### src/rtl/func_sweep_pkg.sv
// Shared types and sizes for the func sweep sequencer.
// Optional compare feature is enabled with FUNC_SWEEP_CHECK_EN.
package func_sweep_pkg;

  localparam int N_VEC = 16;
  localparam int RES_W = 32;
  localparam int IDX_W = 4;

  typedef enum logic [1:0] {
    IDLE   = 2'd0,
    SETTLE = 2'd1,
    SAMPLE = 2'd2,
    DONE   = 2'd3
  } state_e;

endpackage

### src/rtl/func_sweep_ctrl_if.sv
// Handshake, vector-drive and capture bus between a host and the sweep controller.
// master = host side (drives start/abort and returns func outputs),
// slave  = func_sweep_ctrl.
// FUNC_SWEEP_CHECK_EN adds the expected word and the compare results.
interface func_sweep_ctrl_if;
  import func_sweep_pkg::*;

  logic             start;
  logic             abort;
  logic             y_in;
  logic             z_in;
  logic             vec_a;
  logic             vec_b;
  logic             vec_c;
  logic             vec_d;
  logic [IDX_W-1:0] vec_idx;
  logic             busy;
  logic             done;
  logic [RES_W-1:0] result;
`ifdef FUNC_SWEEP_CHECK_EN
  logic [RES_W-1:0] expected;
  logic [4:0]       mismatch_cnt;
  logic             pass;

  modport master (
    output start, abort, y_in, z_in, expected,
    input  vec_a, vec_b, vec_c, vec_d, vec_idx, busy, done, result,
           mismatch_cnt, pass
  );

  modport slave (
    input  start, abort, y_in, z_in, expected,
    output vec_a, vec_b, vec_c, vec_d, vec_idx, busy, done, result,
           mismatch_cnt, pass
  );
`else
  modport master (
    output start, abort, y_in, z_in,
    input  vec_a, vec_b, vec_c, vec_d, vec_idx, busy, done, result
  );

  modport slave (
    input  start, abort, y_in, z_in,
    output vec_a, vec_b, vec_c, vec_d, vec_idx, busy, done, result
  );
`endif

endinterface

### src/rtl/func_sweep_cmp.sv
// Per-vector compare of captured func outputs against an expected word,
// counting mismatching vectors and producing a pass flag at the end of a sweep.
// Only instantiated when FUNC_SWEEP_CHECK_EN is defined.
module func_sweep_cmp
  import func_sweep_pkg::*;
(
  input  logic             clk,
  input  logic             rst_n,
  input  logic             clear_i,
  input  logic             sample_i,
  input  logic             finish_i,
  input  logic [IDX_W-1:0] idx_i,
  input  logic [1:0]       obs_i,
  input  logic [RES_W-1:0] expected_i,
  output logic [4:0]       mismatch_cnt_o,
  output logic             pass_o
);

  logic [4:0] mismatchCnt_q;
  logic [4:0] mismatchCnt_d;
  logic       pass_q;
  logic       vecMiss;

  // A vector misses when its captured {z,y} pair differs from its expected pair
  always_comb begin
    vecMiss       = sample_i && (obs_i != expected_i[2*idx_i +: 2]);
    mismatchCnt_d = mismatchCnt_q + (vecMiss ? 5'd1 : 5'd0);
  end

  // Counter and pass flag clear on an accepted start; pass is judged once the sweep completes
  always_ff @(posedge clk or negedge rst_n) begin
    if (!rst_n) begin
      mismatchCnt_q <= '0;
      pass_q        <= 1'b0;
    end else if (clear_i) begin
      mismatchCnt_q <= '0;
      pass_q        <= 1'b0;
    end else begin
      mismatchCnt_q <= mismatchCnt_d;
      if (finish_i) begin
        pass_q <= (mismatchCnt_q == 5'd0);
      end
    end
  end

  assign mismatch_cnt_o = mismatchCnt_q;
  assign pass_o         = pass_q;

endmodule

### src/rtl/func_sweep_ctrl.sv
// Exhaustive sweep sequencer for the 4-in/2-out func block: drives all 16
// vectors, waits SETTLE_CYCLES, samples y/z into a 32-bit result word.
// Define FUNC_SWEEP_CHECK_EN to add the expected-value compare unit.
module func_sweep_ctrl
  import func_sweep_pkg::*;
#(
  parameter int SETTLE_CYCLES = 1
) (
  input logic              clk,
  input logic              rst_n,
  func_sweep_ctrl_if.slave sweep_if
);

  localparam logic [IDX_W-1:0] SETTLE_LAST =
    (SETTLE_CYCLES > 0) ? IDX_W'(SETTLE_CYCLES - 1) : '0;
  localparam logic [IDX_W-1:0] LAST_IDX = IDX_W'(N_VEC - 1);
  localparam state_e VEC_ENTRY = (SETTLE_CYCLES == 0) ? SAMPLE : SETTLE;

  state_e           state_q;
  logic [IDX_W-1:0] idx_q;
  logic [IDX_W-1:0] settleCnt_q;
  logic             busy_q;
  logic             done_q;
  logic [RES_W-1:0] result_q;
  logic             acceptStart;
  logic             abortHit;

  // The done-pulse cycle still belongs to the finished sweep, so start is not taken there
  always_comb begin
    acceptStart = (state_q == IDLE) && sweep_if.start && !sweep_if.abort && !done_q;
    abortHit    = (state_q != IDLE) && sweep_if.abort;
  end

  // Sweep FSM with registered vector, busy, done and result outputs
  always_ff @(posedge clk or negedge rst_n) begin
    if (!rst_n) begin
      state_q     <= IDLE;
      idx_q       <= '0;
      settleCnt_q <= '0;
      busy_q      <= 1'b0;
      done_q      <= 1'b0;
      result_q    <= '0;
    end else begin
      done_q <= 1'b0;
      if (abortHit) begin
        state_q     <= IDLE;
        idx_q       <= '0;
        settleCnt_q <= '0;
        busy_q      <= 1'b0;
      end else begin
        case (state_q)
          IDLE: begin
            if (acceptStart) begin
              idx_q       <= '0;
              settleCnt_q <= '0;
              result_q    <= '0;
              busy_q      <= 1'b1;
              state_q     <= VEC_ENTRY;
            end
          end
          SETTLE: begin
            if (settleCnt_q == SETTLE_LAST) begin
              settleCnt_q <= '0;
              state_q     <= SAMPLE;
            end else begin
              settleCnt_q <= settleCnt_q + 1'b1;
            end
          end
          SAMPLE: begin
            result_q[2*idx_q +: 2] <= {sweep_if.z_in, sweep_if.y_in};
            if (idx_q == LAST_IDX) begin
              busy_q  <= 1'b0;
              state_q <= DONE;
            end else begin
              idx_q   <= idx_q + 1'b1;
              state_q <= VEC_ENTRY;
            end
          end
          DONE: begin
            done_q  <= 1'b1;
            state_q <= IDLE;
          end
          default: state_q <= IDLE;
        endcase
      end
    end
  end

  assign sweep_if.vec_a   = idx_q[3];
  assign sweep_if.vec_b   = idx_q[2];
  assign sweep_if.vec_c   = idx_q[1];
  assign sweep_if.vec_d   = idx_q[0];
  assign sweep_if.vec_idx = idx_q;
  assign sweep_if.busy    = busy_q;
  assign sweep_if.done    = done_q;
  assign sweep_if.result  = result_q;

`ifdef FUNC_SWEEP_CHECK_EN
  func_sweep_cmp u_cmp (
    .clk            (clk),
    .rst_n          (rst_n),
    .clear_i        (acceptStart),
    .sample_i       ((state_q == SAMPLE) && !abortHit),
    .finish_i       ((state_q == DONE) && !abortHit),
    .idx_i          (idx_q),
    .obs_i          ({sweep_if.z_in, sweep_if.y_in}),
    .expected_i     (sweep_if.expected),
    .mismatch_cnt_o (sweep_if.mismatch_cnt),
    .pass_o         (sweep_if.pass)
  );
`endif

endmodule

### src/flat_wrapper.sv
// flat-port wrapper written by rule: the top's interface ports become plain ports
module func_sweep_ctrl_flat import func_sweep_pkg::*;
#(
  parameter int SETTLE_CYCLES = 1
)
  (clk, rst_n, sweep_if_start, sweep_if_abort, sweep_if_y_in, sweep_if_z_in, sweep_if_vec_a, sweep_if_vec_b, sweep_if_vec_c, sweep_if_vec_d, sweep_if_vec_idx, sweep_if_busy, sweep_if_done, sweep_if_result);
  func_sweep_ctrl_if sweep_if_i ();
  input logic clk;
  input logic rst_n;
  input wire logic [$bits(sweep_if_i.start)-1:0] sweep_if_start;
  input wire logic [$bits(sweep_if_i.abort)-1:0] sweep_if_abort;
  input wire logic [$bits(sweep_if_i.y_in)-1:0] sweep_if_y_in;
  input wire logic [$bits(sweep_if_i.z_in)-1:0] sweep_if_z_in;
  output wire logic [$bits(sweep_if_i.vec_a)-1:0] sweep_if_vec_a;
  output wire logic [$bits(sweep_if_i.vec_b)-1:0] sweep_if_vec_b;
  output wire logic [$bits(sweep_if_i.vec_c)-1:0] sweep_if_vec_c;
  output wire logic [$bits(sweep_if_i.vec_d)-1:0] sweep_if_vec_d;
  output wire logic [$bits(sweep_if_i.vec_idx)-1:0] sweep_if_vec_idx;
  output wire logic [$bits(sweep_if_i.busy)-1:0] sweep_if_busy;
  output wire logic [$bits(sweep_if_i.done)-1:0] sweep_if_done;
  output wire logic [$bits(sweep_if_i.result)-1:0] sweep_if_result;
  assign sweep_if_i.start = sweep_if_start;
  assign sweep_if_i.abort = sweep_if_abort;
  assign sweep_if_i.y_in = sweep_if_y_in;
  assign sweep_if_i.z_in = sweep_if_z_in;
  assign sweep_if_vec_a = sweep_if_i.vec_a;
  assign sweep_if_vec_b = sweep_if_i.vec_b;
  assign sweep_if_vec_c = sweep_if_i.vec_c;
  assign sweep_if_vec_d = sweep_if_i.vec_d;
  assign sweep_if_vec_idx = sweep_if_i.vec_idx;
  assign sweep_if_busy = sweep_if_i.busy;
  assign sweep_if_done = sweep_if_i.done;
  assign sweep_if_result = sweep_if_i.result;
  func_sweep_ctrl #(.SETTLE_CYCLES(SETTLE_CYCLES)) u_core (.clk(clk), .rst_n(rst_n), .sweep_if(sweep_if_i));
endmodule
### config.mk
export PLATFORM = sky130hd
export DESIGN_NAME = func_sweep_ctrl_flat
export DESIGN_NICKNAME = d
export VERILOG_FILES = /design/src/rtl/func_sweep_pkg.sv /design/src/rtl/func_sweep_ctrl_if.sv /design/src/rtl/func_sweep_cmp.sv /design/src/rtl/func_sweep_ctrl.sv /design/src/flat_wrapper.sv
export SDC_FILE = /design/constraint.sdc
export NUM_CORES = 1
export LEC_CHECK = 0
export CAP_MARGIN = 20
export CORE_MARGIN = 5
export CORE_UTILIZATION = 40
export CTS_CLUSTER_DIAMETER = 80
export DETAILED_ROUTE_END_ITERATION = 8
export PLACE_DENSITY = 0.67
export RECOVER_POWER = 25
export SLEW_MARGIN = 20
export SYNTH_ARGS = -nofsm -noshare
export SYNTH_HDL_FRONTEND = slang
export SYNTH_SLANG_ARGS = --single-unit
### constraint.sdc
create_clock -name clk -period 1.8 [get_ports clk]
set_input_delay 0.45 -clock clk [delete_from_list [all_inputs] [get_ports clk]]
set_output_delay 0.45 -clock clk [all_outputs]
set_load 0.02 [all_outputs]
==> results of run 1 <==
## kinds of logic after synthesis
| kind of cell | Yosys count | share of synthesized area, % |
|---|---|---|
| DFF | 44 | 46.8 |
| buffers and inverters | 38 | 6.96 |
| muxes | 1 | 0.425 |
| xor gates and xnor gates | 2 | 0.744 |
| AOI/OAI and AO/OA | 76 | 22.8 |
| and+or+nand+nor | 80 | 19.6 |
| adders and majority gates | 5 | 2.66 |
## area by class of cell
cell class	instances	area share [%]
Clock buffer	8	2.61
Multi-Input combinational cell	164	37.1
Timing Repair Buffer	92	23.0
Tap cell	75	2.72
Inverter	23	2.50
Sequential cell	44	32.0
## repair_timing
item                       4_1_cts  5_1_grt
hold endpoints to repair         0        0
pin swaps                        8       11
resized for setup               15       24
setup endpoints to repair       30       27
buffers inserted                 1        3
## worst reg2reg max path, stage by stage, from the launching register on
cell      delay, ns
dfrtp_2        0.45
nor3_4         0.19
ha_4           0.17
buf_12         0.11
nor4b_4        0.21
o21a_1         0.23
o21bai_1       0.09
a32o_1         0.21
## Yosys cell counts, drive strengths merged, types with 2 or more instances
cell     number
nor4b         2
o22ai        12
o31ai         2
nor4bb        2
a22o          3
nand2        19
and3          5
and3b         3
inv          23
and2b         2
o21ai        10
dfrtp        44
nand2b        3
nor2          6
nor3          2
o21bai        3
o2bb2ai       8
a21o          5
nand3        22
nor3b         2
buf           9
o211ai       12
a21oi        11
nor2b         5
o21a          2
clkbuf        6
ha            5
o32ai         3
a32o          2
nand4         3
## path summary, 6_finish.rpt
| path | from | end | slack, ns | cells past startpoint |
|---|---|---|---|---|
| max in group asynchronous | rst_n | u_core.state_q[1] | 0.51 | 2 |
| max | u_core.sweep_if.vec_idx[0] | u_core.sweep_if.result[17] | 0.03 | 7 |
| min reg2reg | u_core.sweep_if.result[0] | u_core.sweep_if.result[0] | 0.50 | 1 |
| max reg2reg | u_core.sweep_if.vec_idx[0] | u_core.sweep_if.result[17] | 0.03 | 7 |
| min in group clk | u_core.sweep_if.result[0] | u_core.sweep_if.result[0] | 0.50 | 1 |
| min | rst_n | u_core.sweep_if.vec_idx[0] | 0.14 | 1 |
## registers in the layout, summed over array words and instances (netlist names)
| name | count |
|---|---|
| u_core.state_q | 2 |
| u_core.sweep_if.vec_idx | 4 |
| u_core.sweep_if.result | 32 |
| u_core.sweep_if.done | 1 |
| u_core.sweep_if.busy | 1 |
| u_core.settleCnt_q | 4 |
## metrics by stage
| step | hold slack [ns] | setup TNS, ns | total power [mW] |
|---|---|---|---|
| detailed placement | 0.340 | -9.36 | 1.37 |
| finish | 0.139 | 0 | 2.00 |
| floorplan | 0.154 | -0.545 | 1.22 |
| global placement | 0.340 | -8.08 | 1.37 |
| global route | 0.172 | -0.725 | 2.09 |
| CTS | 0.0136 | -0.0123 | 2.01 |
## where the power goes
| part | internal [mW] | leakage [nW] | switching [mW] | total, mW |
|---|---|---|---|---|
| combinational | 0.165 | 0.832 | 0.184 | 0.350 |
| sequential | 1.00 | 0.601 | 0.0194 | 1.02 |
| clock | 0.313 | 0.0455 | 0.312 | 0.625 |
## per-layer routing
layer  up-vias  wire length [um]  global-route usage [%]
met1      1035              2660                    21.0
met3         6               254                    3.80
li1       1066                 -                       -
met2        34              2930                    26.7
met5         -                 0                       0
met4         0                60                    4.25
==> impl_metrics.ini, run 1 <==
[run_status]
status = complete, no violations

[setup_path]
slowest_delay_ns = 0.45
critPathTopFamily = compound AO/OA/AOI/OAI gates
critPathArrivalTime_ns = 1.95
critPathKind = register to register
cp.required_ns = 1.98
worst-path-max-fanout = 6
crit_path_end_kind = register
path_buf_inv = 1
path_cells = nor3_4 -> ha_4 -> buf_12 -> nor4b_4 -> o21a_1 -> o21bai_1 -> a32o_1
crit_slowest_cell = dfrtp_2
cp-start-kind = register

[synthesis]
yosysWarnings = 0
yosys-top-cells-area = dfrtp_1 47%, nand3_1 4.5%, o211ai_1 3.8%
synth-main-ff-cell = dfrtp_1
syn_area_mm2 = 0.00235
syn_area_per_cell_um2 = 9.57
syn_nets = 257
postSynthCellCount = 246
ys_seq_area_share_pct = 46.8
synth_top_area_share_pct = 46.8
synthArstFlopShare_pct = 100
synth_largest_area_cell = dfrtp_1
synth_edf_count = 0
synth-seq-cells = 44
ys_types = 45

[place]
dpl_worst_slack_ns = -0.332
placed_area_mm2 = 0.00324
hpwl_um = 4510
place.gp.congestion = 0.812
numPlacedInstances = 394
io_buffers = 47

[clock_network]
cts.htree.levels = 2
cts_tree = built
cts_buffers = 5
hold_buffers = 0
clockBufferDepth = 2
worstSkewPairLatency_ns = 0.30
clock-sinks = 44
root_buffer = clkbuf_8
clkTransAtPathRegs_ns = 0.08

[finish]
drive_above_1_share_pct = 27.8
final_cell_mix = 41 x buf_4, 39 x dfrtp_1, 36 x clkdlybuf4s50_1
postLayoutCoreUtil_pct = 59.4
multiInputGateArea_mm2 = 0.00128
diodes = 0
mostFrequentLayoutCell = buf_4
fin_cells = 406
regArea_mm2 = 0.00111
nets = 341
finalInstanceArea_mm2 = 0.00346
fillers = 537
syn2layout_area_growth_pct = 46.8

[routing]
dr.first_iter.drc_count = 78
avgViaCountPerCell = 5.27
routedWlPerCell_um = 14.5
drt_first_pass_iters = 4
drt_wl_total_um = 5900
drc = 0
via_count = 2141
ant_nets = 0

[floorplan]
dieWidth_um = 86.7
rows = 28
die-area_mm2 = 0.00752
initial_core_util_pct = 40.5
core-area_mm2 = 0.00582
io-pin-count = 48
die_h_um = 86.7

[timing]
fin_ws_ns = 0.0302
skew_ns = 0.0102
period_needed_ns = 1.77
period_share_pct = 98.3
drv_slew = 0
rsz0062_at_grt = yes
relSlewSlack_pct = 47.9
setup_viol = 0
final-hold-violation-count = 0
fmax_mhz = 565
tightestPinTransition_ns = 0.781

[grt]
grt_max_degree = 21
grtUsageTotal_pct = 16.1
antenna_found_initial = 0
overflow = 0
grt_pass1_wl_um = 9560
grt_pass1_vias = 2041

[flow_run]
maxCapViolCount = 0

[power_and_ir_drop]
p_per_area_mw_per_mm2 = 577
leakagePower_nw = 1.48
peakVddDrop_v = 0.000401

[hold_path]
hold_class = primary input to asynchronous set/reset pin
Power figures use the tool's default switching activity.
==> run 2: changes to the inputs <==
--- a/config.mk
+++ b/config.mk
@@ -5,7 +5,9 @@
 export SDC_FILE = /design/constraint.sdc
 export NUM_CORES = 1
 export LEC_CHECK = 0
+export ABC_AREA = 0
 export CAP_MARGIN = 20
+export CORE_ASPECT_RATIO = 0.8
 export CORE_MARGIN = 5
 export CORE_UTILIZATION = 40
 export CTS_CLUSTER_DIAMETER = 80
==> impl_metrics.ini, run 2 (synthesis results as in run 1) <==
[grt]
overflow = 0
antenna_found_initial = 0
grtUsageTotal_pct = 18.1
grt_pass1_vias = 2164
grt_max_degree = 26
grt_pass1_wl_um = 10800

[clock_network]
root_buffer = clkbuf_8
cts_buffers = 5
cts.htree.levels = 2
clockBufferDepth = 2
clkTransAtPathRegs_ns = 0.08
clock-sinks = 44
worstSkewPairLatency_ns = 0.30
hold_buffers = 0
cts_tree = built

[routing]
drc = 0
avgViaCountPerCell = 5.26
via_count = 2172
route.met2.wl_um = 2960
drt_first_pass_iters = 4
routedWlPerCell_um = 15.5
dr_wl_met3_um = 375
ant_nets = 0
drt_wl_total_um = 6400
highest_layer = met4
dr.first_iter.drc_count = 81
met1_length_um = 3000

[floorplan]
rows = 25
dieWidth_um = 95.8
initial_core_util_pct = 40.5
io-pin-count = 48
core-area_mm2 = 0.00582
die-area_mm2 = 0.00753
die_h_um = 78.6

[hold_path]
hold_class = primary input to asynchronous set/reset pin

[setup_path]
slowest_delay_ns = 0.48
critPathTopFamily = compound AO/OA/AOI/OAI gates
r2r_slack_ns = 0.01
crit_path_end_kind = register
cp-start-kind = register
path_depth = 6
path_cells = nor3_4 -> ha_4 -> nor4b_4 -> o21a_1 -> o21bai_1 -> a32o_1
rr_startpoint = u_core.sweep_if.vec_idx[0]
r2r_cells = 6
worst-path-max-fanout = 7
reg2reg_to = u_core.sweep_if.result[17]
path_buf_inv = 0
cp.required_ns = 1.98
critPathArrivalTime_ns = 1.97
crit_slowest_cell = dfrtp_2
critPathKind = register to register

[finish]
multiInputGateArea_mm2 = 0.00131
regArea_mm2 = 0.00111
syn2layout_area_growth_pct = 48.4
finalInstanceArea_mm2 = 0.00349
mostFrequentLayoutCell = buf_4
fillers = 508
drive_above_1_share_pct = 28.9
diodes = 0
nets = 343
largest_register_ffs = 32
final_cell_mix = 45 x buf_4, 40 x dfrtp_1, 34 x clkdlybuf4s50_1

[run_status]
status = complete, no violations

[timing]
tightestPinTransition_ns = 1.34
skew_ns = 0.00649
drv_slew = 0
final-hold-violation-count = 0
period_share_pct = 99.3
period_needed_ns = 1.79
rsz0062_at_grt = yes
setup_viol = 0
relSlewSlack_pct = 10.8
fmax_mhz = 559

[power_and_ir_drop]
p_per_area_mw_per_mm2 = 560
p_total_mw = 1.95
leakagePower_nw = 1.54
peakVddDrop_v = 0.000307

[flow_run]
maxCapViolCount = 0

[place]
placed_area_mm2 = 0.00324
place.gp.congestion = 0.821
hpwl_um = 4830
io_buffers = 47
[run 2: cell count changes in the layout (fill, tap and decap cells not counted), sizes merged]
| cell | previous run | this run |
|---|---|---|
| clkbuf | 13 | 8 |
| dlygate4sd2 | 7 | 9 |
| buf | 43 | 46 |
| dlymetal6s2s | 1 | 3 |
| clkdlybuf4s50 | 36 | 34 |
| clkinv | 0 | 1 |
[run 2: worst reg2reg max path: stages, from the launching register on]
cell and delay [ns]:
dfrtp_2 0.48, nor3_4 0.21, ha_4 0.22, nor4b_4 0.23, o21a_1 0.22, o21bai_1 0.10
a32o_1 0.21
[run 2: repair_timing]
item                       in CTS  in global routing
setup endpoints to repair      21                 29
resized for setup              17                 26
buffers inserted                1                  5
pin swaps                       2                 10
[run 2: worst max path at each step]
stage / startpoint / to / slack (ns)
2_1_floorplan: u_core.sweep_if.vec_idx[0] / u_core.sweep_if.result[28] / -0.06
3_3_place_gp: sweep_if_abort / u_core.sweep_if.vec_idx[3] / -0.31
3_5_place_dp: sweep_if_abort / u_core.sweep_if.vec_idx[3] / -0.36
4_1_cts: u_core.sweep_if.vec_idx[1] / u_core.sweep_if.vec_idx[3] / -0.03
5_1_grt: u_core.sweep_if.vec_idx[0] / u_core.sweep_if.result[12] / -0.04
6_report: u_core.sweep_if.vec_idx[0] / u_core.sweep_if.result[17] / 0.01
[run 2: final cells by class]
cell class	count	area share, %
multi-input cells	164	37.4
inverters	23	2.47
flip-flops and latches	44	31.7
repair buffers	94	23.3
clock inverters	1	0.143
clock buffers	6	2.08
well taps	81	2.90
[run 2: report_power, final]
| part | internal, mW | switching (mW) | total [mW] |
|---|---|---|---|
| logic | 0.167 | 0.190 | 0.357 |
| registers | 1.00 | 0.0217 | 1.02 |
| clock network | 0.264 | 0.310 | 0.573 |
| total | 1.43 | 0.521 | 1.95 |
[run 2: metal layers]
layer  global-route usage (%)  vias up
met5                        0        -
met4                     4.69        0
met3                     4.31        8
met2                     27.4       60
met1                     26.0     1035
li1                         -     1069
[run 2: metrics by stage]
stage          setup TNS, ns  hold WS (ns)  setup WS (ns)  utilization, %  instances
2_1_floorplan         -0.545         0.154        -0.0578               -        246
3_3_place_gp           -8.16         0.470         -0.306            55.7        400
3_5_place_dp           -9.49         0.473         -0.364            55.7        400
4_1_cts              -0.0317         0.145        -0.0317            57.7        408
5_1_grt               -0.214         0.527        -0.0363            60.0        413
6_report                   0         0.436         0.0126            60.0        413
